**config.mk**
```make
export PLATFORM = sky130hd
export DESIGN_NAME = uart_tx_buffered_flat
export DESIGN_NICKNAME = d
export VERILOG_FILES = /design/src/rtl/uart_tx_buffered_if.sv /design/src/rtl/uart_tx_buffered.sv /design/src/flat_wrapper.sv
export SDC_FILE = /design/constraint.sdc
export NUM_CORES = 1
export LEC_CHECK = 0
export CORE_MARGIN = 2
export CORE_UTILIZATION = 52
export DETAILED_ROUTE_END_ITERATION = 6
export PLACE_DENSITY_LB_ADDON = 0.15
export SETUP_SLACK_MARGIN = 0.15
export SYNTH_ARGS = -nofsm -noshare
export SYNTH_HDL_FRONTEND = slang
export SYNTH_SLANG_ARGS = --single-unit
```
**constraint.sdc**
```tcl
create_clock -name clk -period 2.4 [get_ports clk]
set_input_delay 0.6 -clock clk [delete_from_list [all_inputs] [get_ports clk]]
set_output_delay 0.6 -clock clk [all_outputs]
set_load 0.02 [all_outputs]
```
**src/rtl/uart_tx_buffered_if.sv**
```systemverilog
// Bus-side and line-side signal bundle for the buffered UART transmitter.
// The master side feeds words and config; the slave side is the transmitter.
interface uart_tx_buffered_if #(
    parameter int unsigned DATA_WIDTH = 8,
    parameter int unsigned FIFO_DEPTH = 4
);
    localparam int unsigned CNT_W = $clog2(FIFO_DEPTH + 1);

    logic                  baudTick;
    logic [DATA_WIDTH-1:0] dataIn;
    logic                  dataValid;
    logic                  dataReady;
    logic [1:0]            parityMode;
    logic                  twoStop;
    logic                  tx;
    logic                  txBusy;
    logic [CNT_W-1:0]      fifoCount;

    modport master (
        output baudTick, dataIn, dataValid, parityMode, twoStop,
        input  dataReady, tx, txBusy, fifoCount
    );

    modport slave (
        input  baudTick, dataIn, dataValid, parityMode, twoStop,
        output dataReady, tx, txBusy, fifoCount
    );
endinterface

```
**src/rtl/uart_tx_buffered.sv**
```systemverilog
// UART transmitter fed by a small TX FIFO; LSB-first frames with optional parity
// and 1/2 stop bits, sent back-to-back while words are buffered.
module uart_tx_buffered #(
    parameter int unsigned DATA_WIDTH = 8,
    parameter int unsigned OVERSAMPLE = 16,
    parameter int unsigned FIFO_DEPTH = 4
) (
    input  logic              clk,
    input  logic              rstN,
    uart_tx_buffered_if.slave bus
);
    localparam int unsigned PTR_W  = $clog2(FIFO_DEPTH);
    localparam int unsigned CNT_W  = $clog2(FIFO_DEPTH + 1);
    localparam int unsigned TICK_W = $clog2(2 * OVERSAMPLE);
    localparam int unsigned BIT_W  = (DATA_WIDTH > 1) ? $clog2(DATA_WIDTH) : 1;

    typedef enum logic [2:0] {IDLE, START, DATA, PARITY, STOP} state_t;

    state_t                state;
    logic [DATA_WIDTH-1:0] mem [FIFO_DEPTH];
    logic [PTR_W-1:0]      wr_ptr;
    logic [PTR_W-1:0]      rd_ptr;
    logic [CNT_W-1:0]      count;
    logic [TICK_W-1:0]     tick_cnt;
    logic [BIT_W-1:0]      bit_idx;
    logic [DATA_WIDTH-1:0] shreg;
    logic                  par_en;
    logic                  par_bit;
    logic                  two_stop;
    logic                  tx_q;
    logic                  busy_q;

    logic                  push;
    logic                  pop;
    logic                  bit_end;
    logic                  stop_end;
    logic [DATA_WIDTH-1:0] head;

    assign bus.dataReady = (count != CNT_W'(FIFO_DEPTH));
    assign bus.tx        = tx_q;
    assign bus.txBusy    = busy_q;
    assign bus.fifoCount = count;

    // Push is gated by the registered full flag only, so a same-edge pop never frees room.
    assign push     = bus.dataValid && bus.dataReady;
    assign bit_end  = bus.baudTick && (tick_cnt == TICK_W'(OVERSAMPLE - 1));
    assign stop_end = bus.baudTick && (tick_cnt == (two_stop ? TICK_W'(2 * OVERSAMPLE - 1)
                                                             : TICK_W'(OVERSAMPLE - 1)));
    assign pop      = (count != '0) && ((state == IDLE) || ((state == STOP) && stop_end));
    assign head     = mem[rd_ptr];

    // Storage is not reset; the pointers and count define what is valid.
    always_ff @(posedge clk) begin
        if (push) begin
            mem[wr_ptr] <= bus.dataIn;
        end
    end

    always_ff @(posedge clk or negedge rstN) begin
        if (!rstN) begin
            wr_ptr <= '0;
            rd_ptr <= '0;
            count  <= '0;
        end else begin
            if (push) begin
                wr_ptr <= wr_ptr + PTR_W'(1);
            end
            if (pop) begin
                rd_ptr <= rd_ptr + PTR_W'(1);
            end
            if (push && !pop) begin
                count <= count + CNT_W'(1);
            end else if (pop && !push) begin
                count <= count - CNT_W'(1);
            end
        end
    end

    // Frame sequencer; every line-side output is a flop.
    always_ff @(posedge clk or negedge rstN) begin
        if (!rstN) begin
            state    <= IDLE;
            tick_cnt <= '0;
            bit_idx  <= '0;
            shreg    <= '0;
            par_en   <= 1'b0;
            par_bit  <= 1'b0;
            two_stop <= 1'b0;
            tx_q     <= 1'b1;
            busy_q   <= 1'b0;
        end else if (pop) begin
            state    <= START;
            tick_cnt <= '0;
            bit_idx  <= '0;
            shreg    <= head;
            par_en   <= (bus.parityMode == 2'b01) || (bus.parityMode == 2'b10);
            par_bit  <= (^head) ^ (bus.parityMode == 2'b10);
            two_stop <= bus.twoStop;
            tx_q     <= 1'b0;
            busy_q   <= 1'b1;
        end else if ((state != IDLE) && bus.baudTick) begin
            tick_cnt <= tick_cnt + TICK_W'(1);
            case (state)
                START: begin
                    if (bit_end) begin
                        state    <= DATA;
                        tick_cnt <= '0;
                        bit_idx  <= '0;
                        tx_q     <= shreg[0];
                    end
                end
                DATA: begin
                    if (bit_end) begin
                        tick_cnt <= '0;
                        if (bit_idx == BIT_W'(DATA_WIDTH - 1)) begin
                            state <= par_en ? PARITY : STOP;
                            tx_q  <= par_en ? par_bit : 1'b1;
                        end else begin
                            bit_idx <= bit_idx + BIT_W'(1);
                            shreg   <= shreg >> 1;
                            tx_q    <= shreg[1];
                        end
                    end
                end
                PARITY: begin
                    if (bit_end) begin
                        state    <= STOP;
                        tick_cnt <= '0;
                        tx_q     <= 1'b1;
                    end
                end
                STOP: begin
                    if (stop_end) begin
                        state    <= IDLE;
                        tick_cnt <= '0;
                        tx_q     <= 1'b1;
                        busy_q   <= 1'b0;
                    end
                end
                default: begin
                    state  <= IDLE;
                    tx_q   <= 1'b1;
                    busy_q <= 1'b0;
                end
            endcase
        end
    end
endmodule
```
**src/flat_wrapper.sv**
```systemverilog
// flat-port wrapper written by rule: the top's interface ports become plain ports
module uart_tx_buffered_flat 
#(
    parameter int unsigned DATA_WIDTH = 8,
    parameter int unsigned OVERSAMPLE = 16,
    parameter int unsigned FIFO_DEPTH = 4
)
  (clk, rstN, bus_baudTick, bus_dataIn, bus_dataValid, bus_parityMode, bus_twoStop, bus_dataReady, bus_tx, bus_txBusy, bus_fifoCount);
  uart_tx_buffered_if #(.DATA_WIDTH(DATA_WIDTH), .FIFO_DEPTH(FIFO_DEPTH)) bus_i ();
  input  logic clk;
  input  logic rstN;
  input wire logic [$bits(bus_i.baudTick)-1:0] bus_baudTick;
  input wire logic [$bits(bus_i.dataIn)-1:0] bus_dataIn;
  input wire logic [$bits(bus_i.dataValid)-1:0] bus_dataValid;
  input wire logic [$bits(bus_i.parityMode)-1:0] bus_parityMode;
  input wire logic [$bits(bus_i.twoStop)-1:0] bus_twoStop;
  output wire logic [$bits(bus_i.dataReady)-1:0] bus_dataReady;
  output wire logic [$bits(bus_i.tx)-1:0] bus_tx;
  output wire logic [$bits(bus_i.txBusy)-1:0] bus_txBusy;
  output wire logic [$bits(bus_i.fifoCount)-1:0] bus_fifoCount;
  assign bus_i.baudTick = bus_baudTick;
  assign bus_i.dataIn = bus_dataIn;
  assign bus_i.dataValid = bus_dataValid;
  assign bus_i.parityMode = bus_parityMode;
  assign bus_i.twoStop = bus_twoStop;
  assign bus_dataReady = bus_i.dataReady;
  assign bus_tx = bus_i.tx;
  assign bus_txBusy = bus_i.txBusy;
  assign bus_fifoCount = bus_i.fifoCount;
  uart_tx_buffered #(.DATA_WIDTH(DATA_WIDTH), .OVERSAMPLE(OVERSAMPLE), .FIFO_DEPTH(FIFO_DEPTH)) u_core (.clk(clk), .rstN(rstN), .bus(bus_i));
endmodule
```
== Yosys cells after proc, flatten, opt, wreduce, memory -nomap -nowiden ==
Memory sizes are Yosys's and may differ from the RTL's.
Index checks and enable logic that the tools add are counted.
Word-level totals
  bits of input ports: 15
  RAM bits: 32
  memories: 1
  bits in registers: 31
  output and inout bits: 6
Memories
  u_core.mem: depth 4, bits a word 8, rd ports 1, clocked after Yosys merged registers in 0, write ports 1, line uart_tx_buffered.sv:20  | logic [DATA_WIDTH-1:0] mem [FIFO_DEPTH];
Operators by class
  reductions and logical operators: 27
  eq/ne operators: 18
  bitwise operators: 1
  muxes and demuxes: 43
  add/sub/neg operators: 6
Operator list (count)
  two-way mux 3 bit: 15
  two-way mux 8 bit: 5
  two-way mux 5 bit: 5
  inequality test 3 x 1 -> 1 bit, second input constant: 5
  two-way mux 1 bit: 13
  one-hot mux 3 bit (4 select lines): 1
  one-hot mux 5 bit (2 select lines): 1
  AND reduction 5 bit: 2
  nonzero test 3 bit: 3
  logical AND 1 bit: 8
  nonzero test 2 bit: 4
  XOR reduction 8 bit: 1
  adder 3 x 1 -> 3 bit, second input constant: 2
  equality test 3 x 2 -> 1 bit, second input constant: 2
  equality test 3 bit, second input constant: 2
  one-hot mux 3 bit (2 select lines): 1
  AND reduction 6 bit: 1
  adder 5 x 1 -> 5 bit, second input constant: 1
  equality test 5 x 4 -> 1 bit, second input constant: 1
  equality test 5 bit: 1
  adder 2 x 1 -> 2 bit, second input constant: 2
  inequality test 2 x 1 -> 1 bit, second input constant: 2
  one-hot mux 1 bit (4 select lines): 1
  AND reduction 4 bit: 1
  other kinds (13): 15

== Logic depth before layout (Yosys ltp) ==
Gate-level depths: netlist (run 1).
  depth after elaboration: 9
  mapped depth: 13
  depth with buffers taken out: 11

== Worst setup path before layout (run 1) ==
Ideal clock, no wire load.
  path type: register to register
  from: reg u_core.state[0]
  to: reg u_core.count[1], in the netlist u_core.bus.fifoCount[1]
  slack: -0.258 ns
  stages on the path, launching flop included: 12
  period minus slack after synthesis: 2.658 ns
  data arrival time: 2.534 ns
  cells stage by stage: dfrtp_1 buf_2 or2_2 clkbuf_1 nor2_1 a21boi_2 buf_2 inv_1 ha_1 inv_1 fa_1 mux2_2
On the way
  cells in the longest elaborated chain, start to end: 7
  elaborated cells on any way between the ends: 10
RTL lines
  from (decl): line uart_tx_buffered.sv:19  | state_t state;
  from (signal assigned): line uart_tx_buffered.sv:116  | state <= par_en ? PARITY : STOP;
  equality test 3 bit: line uart_tx_buffered.sv:49  | assign pop = (count != '0) && ((state == IDLE) || ((state == STOP) && stop_end));
  logical AND 1 bit: line uart_tx_buffered.sv:49
  logical OR 1 bit *: line uart_tx_buffered.sv:49
  logical AND 1 bit *: line uart_tx_buffered.sv:49
  logical NOT 1 bit: line uart_tx_buffered.sv:71  | if (push && !pop) begin
  logical AND 1 bit: line uart_tx_buffered.sv:71
  two-way mux 3 bit / nonzero test 2 bit (equally long branches)
  to (signal assigned): line uart_tx_buffered.sv:72  | count <= count + CNT_W'(1);
  to (signal assigned): line uart_tx_buffered.sv:74  | count <= count - CNT_W'(1);
  to (decl): line uart_tx_buffered.sv:23  | logic [CNT_W-1:0] count;
Mark *: on every way between the ends. The rest lies on a longest branch, timed or not.
A chain may end at the register's enable or synchronous reset.

== Final worst setup path (run 1) ==
  from: reg u_core.bit_idx[0]
  to: reg u_core.shreg[1]
On the way
  cells in the longest elaborated chain, start to end: 3
RTL lines
  from (decl): line uart_tx_buffered.sv:25  | logic [BIT_W-1:0] bit_idx;
  from (signal assigned): line uart_tx_buffered.sv:119  | bit_idx <= bit_idx + BIT_W'(1);
  equality test 3 bit: line uart_tx_buffered.sv:115  | if (bit_idx == BIT_W'(DATA_WIDTH - 1)) begin
  inequality test 2 x 1 -> 1 bit (no source line)
  AND reduction 4 bit (no source line)
  to (signal assigned): line uart_tx_buffered.sv:120  | shreg <= shreg >> 1;
  to (decl): line uart_tx_buffered.sv:26  | logic [DATA_WIDTH-1:0] shreg;
No other way between the ends.

==> results by group, run 1 <==
Critical path
  • Worst EP required: 2620 ps
  • CP Launch Point: u_core.bit_idx[0]
  • Worst setup EP type: flop
  • Buf/Inv on CP: 1
  • Worst EP arrival: 2400 ps
  • RR Startpoint: u_core.bit_idx[0]
  • CP peak stage delay: 460 ps
  • Startpoint types: flop
  • CP max FO: 4
  • Top cell family by delay on the critical path: simple AND/OR/NAND/NOR gates
  • Crit Path Class: reg -> reg
  • Crit-path cells: ha_1 -> ha_2 -> or3b_2 -> a21oi_2 -> and3_4 -> buf_2 -> mux2i_1 -> o21ai_0
  • CP max stage cell: or3b_2

Layout
  • Fillcell total: 404
  • Synthesis-to-finish area growth: 23.3%
  • Ant. Diodes: 0
  • NumNets Final: 290
  • Most frequent cells in the layout: 32 x edfxtp_1, 27 x dfrtp_1, 20 x buf_4, 19 x nand2_1, 18 x clkdlybuf4s50_1
  • Final non-filler cell total: 341
  • Design area: roughly 3700 sq um
  • Ratio of cells with drive above 1 in the final layout: 25.7%
  • Most common cell after layout, fill and taps aside: edfxtp_1

Timing
  • Unrepaired setup endpoints after global routing: no
  • Worst Skew: between 7 and 8 ps
  • Final worst setup slack: 213 ps
  • Setup-failing EPs final: 0
  • Setup TNS: 0 ps
  • Headroom to the max-slew limit: 71.8%
  • Min Tclk post-route: 2190 ps
  • Final Cycle Share: around nine tenths
  • Worst-margin pin slew: roughly 420 ps
  • Final hold viol count: 0
  • Pins Over Slew Limit: 0
  • Max Clock Freq: 457 MHz

Clocking
  • Clock Tree Root: clkbuf_8
  • Clock Pin Slew Worst Setup and Hold Paths: 60 ps
  • CTS sink cnt: 63
  • Clk_lat worst skew: approximately 340 ps
  • Htree depth: 3
  • Hold-fix buffer count after cts: 0
  • CTS Buf Count: 9
  • CTS tree: built
  • CTS max path bufs: 2

Floorplan
  • Row count: 27
  • I/O pin total: 21
  • Die ar.: between 6000 and 7000 sq um
  • Total core area: 5510 sq um
  • Die Y: 79.5 um
  • Die width: 79.5 um
  • Starting Density: 53.8%

Outcome
  • Status: completed

Global routing
  • Overflow after GRT: 0
  • Grt met1 use: between 20% and 30%
  • Vias in the first global route: 1866
  • Largest net degree at the start of global routing: 32
  • Layer with the highest usage: met2
  • M3 GR Usage: 4.86%
  • M2 GR Usage: 30.2%
  • First-pass GRT wire length: around 8.9 mm
  • Total global-route track usage: a little under a fifth
  • Antenna violations before repair: 0

Placement
  • Area after DPL: about 3400 sq um
  • Buffers on Ports: 20
  • Dpl cells: 320
  • Pre-CTS WS: -263 ps
  • Dpl hpwl: about 3.5 mm
  • Gpl congestion: 0.727

Power and ir drop
  • Gate power share: 43.3%
  • Sw power: 0.00163 W
  • Switching Fraction: roughly a third
  • Design Power: around 0.0048 W
  • Leakage: around 1.5 nW
  • Max VDD drop: 0.707 mV
  • Power Dens Cells: 1320 nW/um^2
  • Flop pwr share: a little over a third
  • Internal power: between 0.003 and 0.004 W
  • Clk pwr share: 20.5%

Logic synthesis
  • Syn Area/Cell: 13.5 sq um
  • Synthesis Warnings: 0
  • Net count after synthesis: 246
  • Distinct cells, synth: 45
  • Seq/Total Area, Yosys: 58.6%
  • Area of the mapped netlist: 2960 sq um
  • Register bit count reported by yosys: 63
  • Cells after Synth: 220

Drt
  • Vias per cell: between 5 and 6
  • Routed Antenna Nets: 0
  • Via Count: about 1800
  • Residual DRC: 0
  • Final WL: 5.25 mm
  • WL/cell: 15.4 um
  • Router iterations before antenna repair: 4
  • Iter 0 DRT Violations: 84

Hold path
  • Min-delay src: u_core.par_bit
  • Hold WC Path Type: reg -> reg

Run
  • Max-Cap Viols: 0
## logic make-up (layout without fill, tap and decap cells)
group                      after synthesis  count (layout)  share of synthesized area [%]
adders and majority gates               11              11                           4.90
DFF                                     63              63                           58.6
xor gates and xnor gates                14              14                           4.85
and+or+nand+nor                         53              53                           8.53
AOI/OAI and AO/OA                       40              40                           8.86
buffers and inverters                   17              66                           2.62
muxes                                   22              22                           11.6
## layout make-up
type / count / area [sq um] / area share, %
Timing Repair Buffer: 42 / 364 / 9.96
Multi-Input combinational cell: 140 / 1220 / 33.3
Inverter: 8 / 30.0 / 0.822
Clock inverter: 6 / 85.1 / 2.33
Sequential cell: 63 / 1740 / 47.7
Clock buffer: 10 / 128 / 3.49
Tap cell: 72 / 90.1 / 2.46
## synth_stat cells (all sizes together)
master,instances,area [sq um]
edfxtp,32,961
dfrtp,30,751
nand2,19,71.3
o21ai,18,90.1
nor2,12,45.0
ha,10,125
and3,8,50.1
inv,8,30.0
mux4,8,195
xnor2,8,77.6
mux2,7,78.8
mux2i,7,70.1
a21o,5,37.5
buf,5,31.3
xor2,5,43.8
a21oi,4,20.0
clkbuf,4,16.3
nor3,3,15.0
or2,3,18.8
nand2b,2,12.5
o31a,2,17.5
o31ai,2,15.0
a211o,1,8.76
a211oi,1,7.51
a21boi,1,11.3
a221o,1,10.0
and2,1,6.26
dfstp,1,26.3
fa,1,20.0
nand3,1,5.00
nand4,1,6.26
nor3b,1,7.51
nor4,1,6.26
o211ai,1,7.51
o21ba,1,10.0
o21bai,1,7.51
o221a,1,11.3
o221ai,1,8.76
or3b,1,8.76
xnor3,1,22.5
## layer usage
| layer | vias to the layer above | routed length [um] |
|---|---|---|
| met4 | 0 | 90 |
| li1 | 898 | - |
| met1 | 915 | 2390 |
| met5 | - | 0 |
| met2 | 23 | 2610 |
| met3 | 9 | 158 |
## timing repair
| action | CTS | global route |
|---|---|---|
| cloned | 0 | 1 |
| pin swaps | 2 | 3 |
| resized for setup | 5 | 6 |
| setup buffers | 1 | 3 |
| setup endpoints to repair | 4 | 12 |
## state kept, by name (all words and copies together) (netlist names)
signal and count:
u_core.bus.tx 1, u_core.bus.fifoCount 3, u_core.wr_ptr 2, u_core.rd_ptr 2, u_core.par_bit 1, u_core.par_en 1
u_core.tick_cnt 5, u_core.shreg 8, u_core.mem 32, u_core.two_stop 1, u_core.state 3, u_core.bit_idx 3
u_core.bus.txBusy 1
## worst paths after layout
kind | cells past startpoint | to | slack [ps]
worst max-delay path | 8 | u_core.shreg[1] | 210
worst min-delay path | 1 | u_core.par_bit | 520
worst max register to register | 8 | u_core.shreg[1] | 210
worst min register to register | 1 | u_core.par_bit | 520
max in group asynchronous | 2 | u_core.bus.tx | 1420
min in group asynchronous | 2 | u_core.tick_cnt[3] | 650
## power groups by stage
stage | sequential, W | clock [W] | combinational [W]
finish | 0.00174 | 0.000983 | 0.00208
CTS | 0.00175 | 0.00101 | 0.00207
global route | 0.00178 | 0.00106 | 0.00231
detailed placement | 0.00176 | 0 | 0.00205
global placement | 0.00175 | 0 | 0.00202
floorplan | 0.00171 | 0 | 0.00164
## worst register-to-register path, cell delays in order, from the launching register on
cell and delay (ps):
dfrtp_1 390, ha_1 210, ha_2 190, or3b_2 460, a21oi_2 170, and3_4 210, buf_2 160, mux2i_1 190
o21ai_0 80
## through the flow
stage               utilization, %  hold WS (ps)
floorplan                        -           304
global placement              61.4           493
detailed placement            61.4           501
CTS                           65.6           516
global route                  66.4           531
finish                        66.4           521
Power figures use the tool's default switching activity.
==> run 2, diff against run 1 <==
Settings changed: ABC_CLOCK_PERIOD_IN_PS set to 2400.
==> results of run 2 <==
Final layout, timing and power as in run 1 (identical DEF).
